$ cat src/rtl/dmem_arbiter_pkg.sv
// Shared constants and helpers for the data-memory arbiter: bus widths,
// byte-lane type, wait-counter sizing and port-select encodings.
package dmem_arbiter_pkg;

    localparam int DATA_BUS_W   = 32;
    localparam int ADDR_BUS_W   = 32;
    localparam int MEM_PORT_W   = 4;
    localparam int MAX_WAIT_DEF = 4;
    localparam int WAIT_W       = 4;

    localparam logic ENABLED  = 1'b1;
    localparam logic DISABLED = 1'b0;

    // Encoding of the registered read-return selector
    localparam logic PORT_MEM = 1'b0;
    localparam logic PORT_DMA = 1'b1;

    typedef logic [MEM_PORT_W-1:0] mem_port_bus_t;
    typedef logic [WAIT_W-1:0]     wait_cnt_t;

    function automatic wait_cnt_t wait_inc(input wait_cnt_t cnt, input wait_cnt_t lim);
        if (cnt >= lim) begin
            return lim;
        end else begin
            return cnt + 4'd1;
        end
    endfunction

endpackage

$ cat src/rtl/dmem_arbiter_if.sv
// One requester's view of the shared data RAM: request bundle in,
// grant plus routed read response out.
interface dmem_arbiter_if
    import dmem_arbiter_pkg::*;
#(
    parameter int ADDR_W = ADDR_BUS_W,
    parameter int DATA_W = DATA_BUS_W
);
    logic              req;
    logic              we;
    mem_port_bus_t     be;
    logic [ADDR_W-1:0] addr;
    logic [DATA_W-1:0] wdata;
    logic              ready;
    logic              rvalid;
    logic [DATA_W-1:0] rdata;

    modport master (
        output req, we, be, addr, wdata,
        input  ready, rvalid, rdata
    );

    modport slave (
        input  req, we, be, addr, wdata,
        output ready, rvalid, rdata
    );
endinterface

$ cat src/rtl/dmem_arb_wait.sv
// Starvation guard for the DMA port: counts consecutive denied cycles and
// raises force1 once the count reaches MAX_WAIT.
module dmem_arb_wait
    import dmem_arbiter_pkg::*;
#(
    parameter int MAX_WAIT = MAX_WAIT_DEF
) (
    input  logic clk,
    input  logic rst,
    input  logic p1_req,
    input  logic gnt1,
    output logic force1
);

    localparam wait_cnt_t MAX_LIM = wait_cnt_t'(MAX_WAIT);

    wait_cnt_t wait_cnt_r;

    // Saturating denied-cycle counter, restarted whenever port 1 is idle or served
    always_ff @(posedge clk) begin
        if (rst) begin
            wait_cnt_r <= 4'h0;
        end else if (!p1_req || gnt1) begin
            wait_cnt_r <= 4'h0;
        end else begin
            wait_cnt_r <= wait_inc(wait_cnt_r, MAX_LIM);
        end
    end

    assign force1 = (wait_cnt_r == MAX_LIM);

endmodule

$ cat src/rtl/dmem_arbiter.sv
// Two-port arbiter in front of the single-port data RAM: pipeline MEM stage
// has priority, the DMA port is guaranteed service after MAX_WAIT denials.
module dmem_arbiter
    import dmem_arbiter_pkg::*;
#(
    parameter int ADDR_W   = ADDR_BUS_W,
    parameter int DATA_W   = DATA_BUS_W,
    parameter int MAX_WAIT = MAX_WAIT_DEF
) (
    input  logic              clk,
    input  logic              rst,
    dmem_arbiter_if.slave     p0,
    dmem_arbiter_if.slave     p1,
    output logic              stall,
    output logic              ram_en,
    output logic              ram_we,
    output mem_port_bus_t     ram_be,
    output logic [ADDR_W-1:0] ram_addr,
    output logic [DATA_W-1:0] ram_wdata,
    input  logic [DATA_W-1:0] ram_rdata
);

    logic force1_s;
    logic gnt0_s;
    logic gnt1_s;
    logic rd_pend_r;
    logic rd_sel_r;
    logic p0_rvalid_s;
    logic p1_rvalid_s;

    dmem_arb_wait #(
        .MAX_WAIT (MAX_WAIT)
    ) u_wait (
        .clk    (clk),
        .rst    (rst),
        .p1_req (p1.req),
        .gnt1   (gnt1_s),
        .force1 (force1_s)
    );

    // Grant decision; reset suppresses every grant
    always_comb begin
        gnt0_s = DISABLED;
        gnt1_s = DISABLED;
        if (rst) begin
            gnt0_s = DISABLED;
            gnt1_s = DISABLED;
        end else begin
            gnt1_s = p1.req & (force1_s | ~p0.req);
            gnt0_s = p0.req & ~gnt1_s;
        end
    end

    // RAM request mux; an idle RAM sees an all-zero command
    always_comb begin
        ram_en    = gnt0_s | gnt1_s;
        ram_we    = DISABLED;
        ram_be    = {MEM_PORT_W{1'b0}};
        ram_addr  = {ADDR_W{1'b0}};
        ram_wdata = {DATA_W{1'b0}};
        case ({gnt1_s, gnt0_s})
            2'b10: begin
                ram_we    = p1.we;
                ram_be    = p1.be;
                ram_addr  = p1.addr;
                ram_wdata = p1.wdata;
            end
            2'b01: begin
                ram_we    = p0.we;
                ram_be    = p0.be;
                ram_addr  = p0.addr;
                ram_wdata = p0.wdata;
            end
            default: begin
                ram_we    = DISABLED;
                ram_be    = {MEM_PORT_W{1'b0}};
                ram_addr  = {ADDR_W{1'b0}};
                ram_wdata = {DATA_W{1'b0}};
            end
        endcase
    end

    // Remember which port owns the read data arriving next cycle
    always_ff @(posedge clk) begin
        if (rst) begin
            rd_pend_r <= DISABLED;
            rd_sel_r  <= PORT_MEM;
        end else begin
            rd_pend_r <= ram_en & ~ram_we;
            rd_sel_r  <= gnt1_s;
        end
    end

    // Returned data is steered only to the issuer; it never feeds back into ready
    assign p0_rvalid_s = rd_pend_r & ~rst & (rd_sel_r == PORT_MEM);
    assign p1_rvalid_s = rd_pend_r & ~rst & (rd_sel_r == PORT_DMA);

    assign p0.ready  = gnt0_s;
    assign p1.ready  = gnt1_s;
    assign p0.rvalid = p0_rvalid_s;
    assign p1.rvalid = p1_rvalid_s;
    assign p0.rdata  = p0_rvalid_s ? ram_rdata : {DATA_W{1'b0}};
    assign p1.rdata  = p1_rvalid_s ? ram_rdata : {DATA_W{1'b0}};
    assign stall     = p0.req & ~gnt0_s;

endmodule
$ cat src/flat_wrapper.sv
// flat-port wrapper written by rule: the top's interface ports become plain ports
module dmem_arbiter_flat import dmem_arbiter_pkg::*;
#(
    parameter int ADDR_W   = ADDR_BUS_W,
    parameter int DATA_W   = DATA_BUS_W,
    parameter int MAX_WAIT = MAX_WAIT_DEF
)
  (clk, rst, stall, ram_en, ram_we, ram_be, ram_addr, ram_wdata, ram_rdata, p0_req, p0_we, p0_be, p0_addr, p0_wdata, p0_ready, p0_rvalid, p0_rdata, p1_req, p1_we, p1_be, p1_addr, p1_wdata, p1_ready, p1_rvalid, p1_rdata);
  dmem_arbiter_if #(.ADDR_W(ADDR_W), .DATA_W(DATA_W)) p0_i ();
  dmem_arbiter_if #(.ADDR_W(ADDR_W), .DATA_W(DATA_W)) p1_i ();
  input  logic clk;
  input  logic rst;
  output logic stall;
  output logic ram_en;
  output logic ram_we;
  output mem_port_bus_t ram_be;
  output logic [ADDR_W-1:0] ram_addr;
  output logic [DATA_W-1:0] ram_wdata;
  input  logic [DATA_W-1:0] ram_rdata;
  input wire logic [$bits(p0_i.req)-1:0] p0_req;
  input wire logic [$bits(p0_i.we)-1:0] p0_we;
  input wire logic [$bits(p0_i.be)-1:0] p0_be;
  input wire logic [$bits(p0_i.addr)-1:0] p0_addr;
  input wire logic [$bits(p0_i.wdata)-1:0] p0_wdata;
  output wire logic [$bits(p0_i.ready)-1:0] p0_ready;
  output wire logic [$bits(p0_i.rvalid)-1:0] p0_rvalid;
  output wire logic [$bits(p0_i.rdata)-1:0] p0_rdata;
  input wire logic [$bits(p1_i.req)-1:0] p1_req;
  input wire logic [$bits(p1_i.we)-1:0] p1_we;
  input wire logic [$bits(p1_i.be)-1:0] p1_be;
  input wire logic [$bits(p1_i.addr)-1:0] p1_addr;
  input wire logic [$bits(p1_i.wdata)-1:0] p1_wdata;
  output wire logic [$bits(p1_i.ready)-1:0] p1_ready;
  output wire logic [$bits(p1_i.rvalid)-1:0] p1_rvalid;
  output wire logic [$bits(p1_i.rdata)-1:0] p1_rdata;
  assign p0_i.req = p0_req;
  assign p0_i.we = p0_we;
  assign p0_i.be = p0_be;
  assign p0_i.addr = p0_addr;
  assign p0_i.wdata = p0_wdata;
  assign p0_ready = p0_i.ready;
  assign p0_rvalid = p0_i.rvalid;
  assign p0_rdata = p0_i.rdata;
  assign p1_i.req = p1_req;
  assign p1_i.we = p1_we;
  assign p1_i.be = p1_be;
  assign p1_i.addr = p1_addr;
  assign p1_i.wdata = p1_wdata;
  assign p1_ready = p1_i.ready;
  assign p1_rvalid = p1_i.rvalid;
  assign p1_rdata = p1_i.rdata;
  dmem_arbiter #(.ADDR_W(ADDR_W), .DATA_W(DATA_W), .MAX_WAIT(MAX_WAIT)) u_core (.clk(clk), .rst(rst), .p0(p0_i), .p1(p1_i), .stall(stall), .ram_en(ram_en), .ram_we(ram_we), .ram_be(ram_be), .ram_addr(ram_addr), .ram_wdata(ram_wdata), .ram_rdata(ram_rdata));
endmodule
$ cat config.mk
export PLATFORM = sky130hd
export DESIGN_NAME = dmem_arbiter_flat
export DESIGN_NICKNAME = d
export VERILOG_FILES = /design/src/rtl/dmem_arbiter_pkg.sv /design/src/rtl/dmem_arbiter_if.sv /design/src/rtl/dmem_arb_wait.sv /design/src/rtl/dmem_arbiter.sv /design/src/flat_wrapper.sv
export SDC_FILE = /design/constraint.sdc
export NUM_CORES = 1
export LEC_CHECK = 0
export CAP_MARGIN = 20
export CORE_AREA = 2 2 121 123
export DETAILED_ROUTE_END_ITERATION = 10
export DIE_AREA = 0 0 123 125
export HOLD_SLACK_MARGIN = 0.08
export SLEW_MARGIN = 10
export SYNTH_ARGS = -nofsm -noshare
export SYNTH_HDL_FRONTEND = slang
export SYNTH_SLANG_ARGS = --single-unit
export TNS_END_PERCENT = 100
$ cat constraint.sdc
create_clock -name clk -period 2.4 [get_ports clk]
set_input_delay 0.24 -clock clk [delete_from_list [all_inputs] [get_ports clk]]
set_output_delay 0.24 -clock clk [all_outputs]
set_load 0.05 [all_outputs]
; Word level (Yosys, flattened, before mapping)
; Index checks and enable logic that the tools add are counted.
[word_totals]
regBits = 6
output_inout_bits = 139
[op_classes]
n_reduce_logical = 4
n_eq_ne = 3
bitwise_logic = 15
n_mux = 9
n_addsub = 1
magnitude_cmp = 1
[ops]
columns = op, count
row1 = $pmux 32 s2, 2
row2 = $mux 32, 2
row3 = $pmux 4 s2, 1
row4 = $and 1x1->1, 7
row5 = $not 1->1, 6
row6 = $add 4x1->4 const B, 1
row7 = $eq 4x3->1 const B, 1
row8 = $ge 4x3->1 const B, 1
row9 = $mux 3, 1
row10 = $reduce_or 3->1, 1
row11 = $eq 2x1->1 const B, 1
row12 = $eq 2x2->1 const B, 1
row13 = $mux 1, 2
row14 = $or 1x1->1, 2
row15 = $pmux 1 s2, 1
row16 = $reduce_or 2->1, 1
row17 = $logic_not 1->1, 1
row18 = $logic_or 1x1->1, 1

; Logic depth before layout (Yosys ltp)
[logic_depth]
depth_word = 10
depth_mapped = 10
mapped_depth_nobuf = 7

; By module
; A second synthesis with hierarchy kept.
[unflattened]
hier_cells = 266
area_unflattened_um2 = 1786.7
[modules_own_cells]
columns = module, area_per_inst_um2, cells_each, seq_area_each_um2, instances
row1 = dmem_arbiter, 1624.1, 250, 40.0, 1
row2 = dmem_arb_wait, 162.7, 16, 80.1, 1

; Least setup slack after synthesis
; Ideal clock, no wire load.
[synth_path]
kind = reg-to-output
startpoint = register u_core.u_wait.wait_cnt_r[0]
endpoint = output port ram_addr[21]
t_arrival_ps = 2591
stages_incl_launch_ff = 11
slack_ps = -431
n_path_buf = 3
path_cell_list = dfxtp_1 > inv_1 > ha_1 > nand4b_1 > and3_1 > ha_1 > buf_2 > buf_6 > buf_2 > a22oi_1 > nor2_1
[synth_between]
elab_chain_len = 8
[synth_lines]
columns = item, line_no
row1 = "start, declared", dmem_arb_wait.sv:17  ; wait_cnt_t wait_cnt_r;
row2 = "start signal, assigned", dmem_arb_wait.sv:26  ; wait_cnt_r <= wait_inc(wait_cnt_r, MAX_LIM);
row3 = $eq 4x3->1 (*), dmem_arb_wait.sv:30  ; assign force1 = (wait_cnt_r == MAX_LIM);
row4 = $or 1x1->1 (*), dmem_arbiter.sv:49  ; gnt1_s = p1.req & (force1_s | ~p0.req);
row5 = $and 1x1->1 (*), dmem_arbiter.sv:49
row6 = $not 1->1 (*), dmem_arbiter.sv:50  ; gnt0_s = p0.req & ~gnt1_s;
row7 = $and 1x1->1 (*), dmem_arbiter.sv:50
row8 = $mux 1 (*), dmem_arbiter.sv:45  ; if (rst) begin
row9 = named net p0_ready, flat_wrapper.sv:25  ; output wire logic [$bits(p0_i.ready)-1:0] p0_ready;
row10 = $eq 2x1->1 / $eq 2x2->1 (equally long branches), dmem_arbiter.sv:61  ; case ({gnt1_s, gnt0_s})
row11 = $pmux 32 s2 (*), dmem_arbiter.sv:61
row12 = "end, declared", flat_wrapper.sv:17  ; output logic [ADDR_W-1:0] ram_addr;
; Mark *: on every way through the listed nets, which the timed path passes. The rest lies on a longest branch.

; Worst setup path in the final report
[layout_path]
startpoint = register u_core.u_wait.wait_cnt_r[0]
endpoint = output port ram_addr[24]
[layout_between]
elab_chain_len = 8
[layout_lines]
columns = item, line_no
row1 = $eq 4x3->1 (*), dmem_arb_wait.sv:30
row2 = $or 1x1->1 (*), dmem_arbiter.sv:49
row3 = $and 1x1->1 (*), dmem_arbiter.sv:49
row4 = $not 1->1, dmem_arbiter.sv:50
row5 = $and 1x1->1, dmem_arbiter.sv:50
row6 = $mux 1, dmem_arbiter.sv:45
row7 = $eq 2x1->1 / $eq 2x2->1 (equally long branches), dmem_arbiter.sv:61
row8 = $pmux 32 s2 (*), dmem_arbiter.sv:61
; Mark *: on every way between the ends. The rest lies on a longest branch, timed or not.

==> metrics.cfg <==
[status]
status=finished with violations
violations=negative setup slack

[clock_network]
cts_hold_buf=0
clk_path_buf_depth=2
clk_latency_ns=0.23
cts_sinks=6
clkTransAtPathRegs_ns=0.03
cts_tree=built
cts_made_buffers=3
root_buffer=clkbuf_16
cts_max_level=1

[critical_path]
cp.required_ns=2.16
cp_slowest_cell=dfxtp_2
reg2regPathDepth=13
startpoint_type=flop
critPathMaxStageDelay_ns=0.32
end_kind=primary output
cp_common_cell=buf_12
cp_max_fo=8
rr_startpoint=u_core.u_wait.wait_cnt_r[0]$_SDFF_PP0_
r2r-end=u_core.rd_pend_r$_SDFF_PP0_
crit_path_cell_trace=inv_2 > ha_4 > and3b_2 > o21ai_2 > buf_4 > ha_4 > buf_6 > buf_12 > buf_12 > a22oi_2 > nor2_4 > buf_12
endpoint=ram_addr[24]
r2r_slack_ns=0.23
critPathKind=flop to primary output
crit_arrival_ns=2.19
worstSetupStartpoint=u_core.u_wait.wait_cnt_r[0]$_SDFF_PP0_

[global_routing]
gr-total-overflow=0
grt_pass1_wl_mm=20.04
grt_pass1_vias=3594
antenna_found_initial=0
grt-busiest-layer=met2
grt.met1_usage=0.1666
use_met2=0.3383
grt_max_degree=48
met3_usage=0.04197
grt_util_all_layers=0.1659

[sta]
finalCritPeriodShare=1.014
period_needed_ns=2.434
maxSlewViolCount=0
finalSetupViolCount=15
rsz0062_at_grt=yes
fin_setup_tns_ns=-0.1744
hold_violations=0
clock.fmax_mhz=410.8
skew_ns=0.002597
hold_ws_ns=0.5083
worst_slack_ns=-0.03442

[yosys]
ys_types=30
synth_nets=447
ys_seq_area_frac=0.06704
syn_area_sq_um=1792
yosysWarnings=0
avgSynthCellArea_sq_um=6.686
synthCells=268
ys_ff_latch=6

[route]
drt-pass1-iter-count=4
first_iter_violations=86
drcViolationCount=0
dr_total_vias=3433
ant_nets=0
drt-total-wl_mm=13.97
viasPerCell=4.407
routedWlPerCell_um=17.94

[min_path]
hp-class=flop to flop

[power]
vdd_ir_drop_max_uv=173.5
p_comb_frac=0.770
internal_power_uw=996.0
pwr-share-seq=0.066
power_frac_clock=0.165
netSwitchingPower_uw=642.8
power.density_nw_per_um2=215.6
leakagePower_nw=2.763
p_sw_frac=0.3922

[floorplanning]
ioPinCount=313
core.rowCount=44
die_h_um=125
die-area_sq_um=15380
die_w_um=123
core_sq_um=14200
start_util=0.1261

[place]
port_buffers=312
hpwlAfterDp_mm=10.55
gp_congestion=0.8165

[finish]
fill_cells=1228
nNetsFinal=776
diodes=0
drive_gt1_frac=0.5983
syn_to_final_growth_pct=324.3

[run]
cap_violations=0

## stage by stage
stage	instances	setup WS, ns	cell area (sq um)	utilization	total power, mW
final	779	-0.03442	7602	0.5352	1.639
after global routing	779	-0.09149	7602	0.5352	1.702
after CTS	767	-0.03481	7330	0.5160	1.594
after detailed placement	747	0.04554	6474	0.4558	1.124
after global placement	747	0.06499	6474	0.4558	1.115
after floorplan	268	0.05566	2028	-	0.5313
## cell families (layout without fill, tap and decap cells)
logic type | count (synthesis) | in the layout | share of synthesized area
AO/OA/AOI/OAI | 75 | 75 | 0.3121
adder cells (fa/ha/maj) | 5 | 5 | 0.03492
flip-flops | 6 | 6 | 0.06704
buffers and inverters | 36 | 363 | 0.1166
other | 1 | 1 | 0.002093
AND/OR/NAND/NOR | 145 | 145 | 0.4672
## power groups by stage
stage / registers, mW / clock network [mW] / logic, mW
finish: 0.107 / 0.270 / 1.26
global route: 0.108 / 0.279 / 1.32
CTS: 0.107 / 0.272 / 1.22
detailed placement: 0.109 / 0 / 1.02
global placement: 0.108 / 0 / 1.01
floorplan: 0.108 / 0 / 0.423
## critical path, delay by kind of cell, from the launching register on
kind / cells / cell delay, ns
AO/OA/AOI/OAI: 2 / 0.31
buffers and inverters: 6 / 0.72
flip-flops: 1 / 0.32
adder cells (fa/ha/maj): 2 / 0.30
AND/OR/NAND/NOR: 2 / 0.29
## routing by layer
layer  part of all wire  routed length, um  vias to the layer above
met5                  0                  0                        -
met4              0.016                223                        0
met3               0.10               1401                       17
met2               0.57               7976                      208
met1               0.31               4372                     1611
li1                   -                  -                     1597
## synthesized netlist by cell type, drive strengths merged
master / number / share of area
inv: 7 / 0.015
conb: 1 / 0.0021
a31oi: 1 / 0.0035
and3b: 2 / 0.010
o21ai: 1 / 0.0028
nand2b: 2 / 0.0070
ha: 5 / 0.035
nand4b: 1 / 0.0049
a21oi: 1 / 0.0028
clkbuf: 7 / 0.015
o21a: 2 / 0.0084
and2b: 1 / 0.0049
a22oi: 69 / 0.29
nor2: 69 / 0.14
and2: 64 / 0.27
nand3b: 1 / 0.0042
nand3: 1 / 0.0028
o211a: 1 / 0.0056
dfxtp: 6 / 0.067
nor4: 1 / 0.0035
and3: 1 / 0.0035
nor3b: 1 / 0.010
nor4b: 1 / 0.0049
buf: 22 / 0.087
## worst min path at each step
| stage | startpoint | endpoint | slack [ns] | cells after the start |
|---|---|---|---|---|
| CTS | u_core.u_wait.wait_cnt_r[3]$_SDFF_PP0_ | u_core.u_wait.wait_cnt_r[0]$_SDFF_PP0_ | 0.49 | 1 |
| finish | u_core.u_wait.wait_cnt_r[3]$_SDFF_PP0_ | u_core.u_wait.wait_cnt_r[0]$_SDFF_PP0_ | 0.51 | 1 |
| detailed placement | u_core.u_wait.wait_cnt_r[0]$_SDFF_PP0_ | u_core.u_wait.wait_cnt_r[0]$_SDFF_PP0_ | 0.46 | 1 |
| global route | u_core.u_wait.wait_cnt_r[3]$_SDFF_PP0_ | u_core.u_wait.wait_cnt_r[0]$_SDFF_PP0_ | 0.53 | 1 |
| global placement | u_core.u_wait.wait_cnt_r[0]$_SDFF_PP0_ | u_core.u_wait.wait_cnt_r[0]$_SDFF_PP0_ | 0.44 | 1 |
| floorplan | u_core.u_wait.wait_cnt_r[0]$_SDFF_PP0_ | u_core.u_wait.wait_cnt_r[0]$_SDFF_PP0_ | 0.43 | 1 |
## sequential cells by signal (all words and copies together) (netlist names)
signal,count
u_core.rd_sel_r,1
u_core.rd_pend_r,1
u_core.u_wait.wait_cnt_r,4
## layout by cell type (no fill, tap or decap), types with 2 or more instances in the layout
cell type        count
a22oi_1             14
a22oi_2             55
and2_1              32
and2_2               3
and2_4              29
and3b_2              2
buf_12             124
buf_16               9
buf_4               23
buf_6               19
clkbuf_16            6
clkdlybuf4s50_1    173
dfxtp_1              4
dfxtp_2              2
ha_4                 4
inv_1                4
inv_2                2
nand2b_1             2
nor2_2              30
nor2_4              39
## final cells by class
| class | instances | area, sq um | share of cell area |
|---|---|---|---|
| multi-input combinational | 226 | 2172 | 0.2857 |
| tap | 184 | 230.2 | 0.03028 |
| inverter | 7 | 31.28 | 0.004115 |
| timing repair buffer | 353 | 4971 | 0.6539 |
| sequential | 6 | 122.6 | 0.01613 |
| clock buffer | 3 | 75.07 | 0.009875 |
## repair_timing
action	4_1_cts	5_1_grt
endpoints found under the setup margin	69	69
cloned	7	3
pin swaps	10	25
gates resized for setup	104	27
setup buffers	10	10
Note: power is estimated with default switching activity, not from simulation.
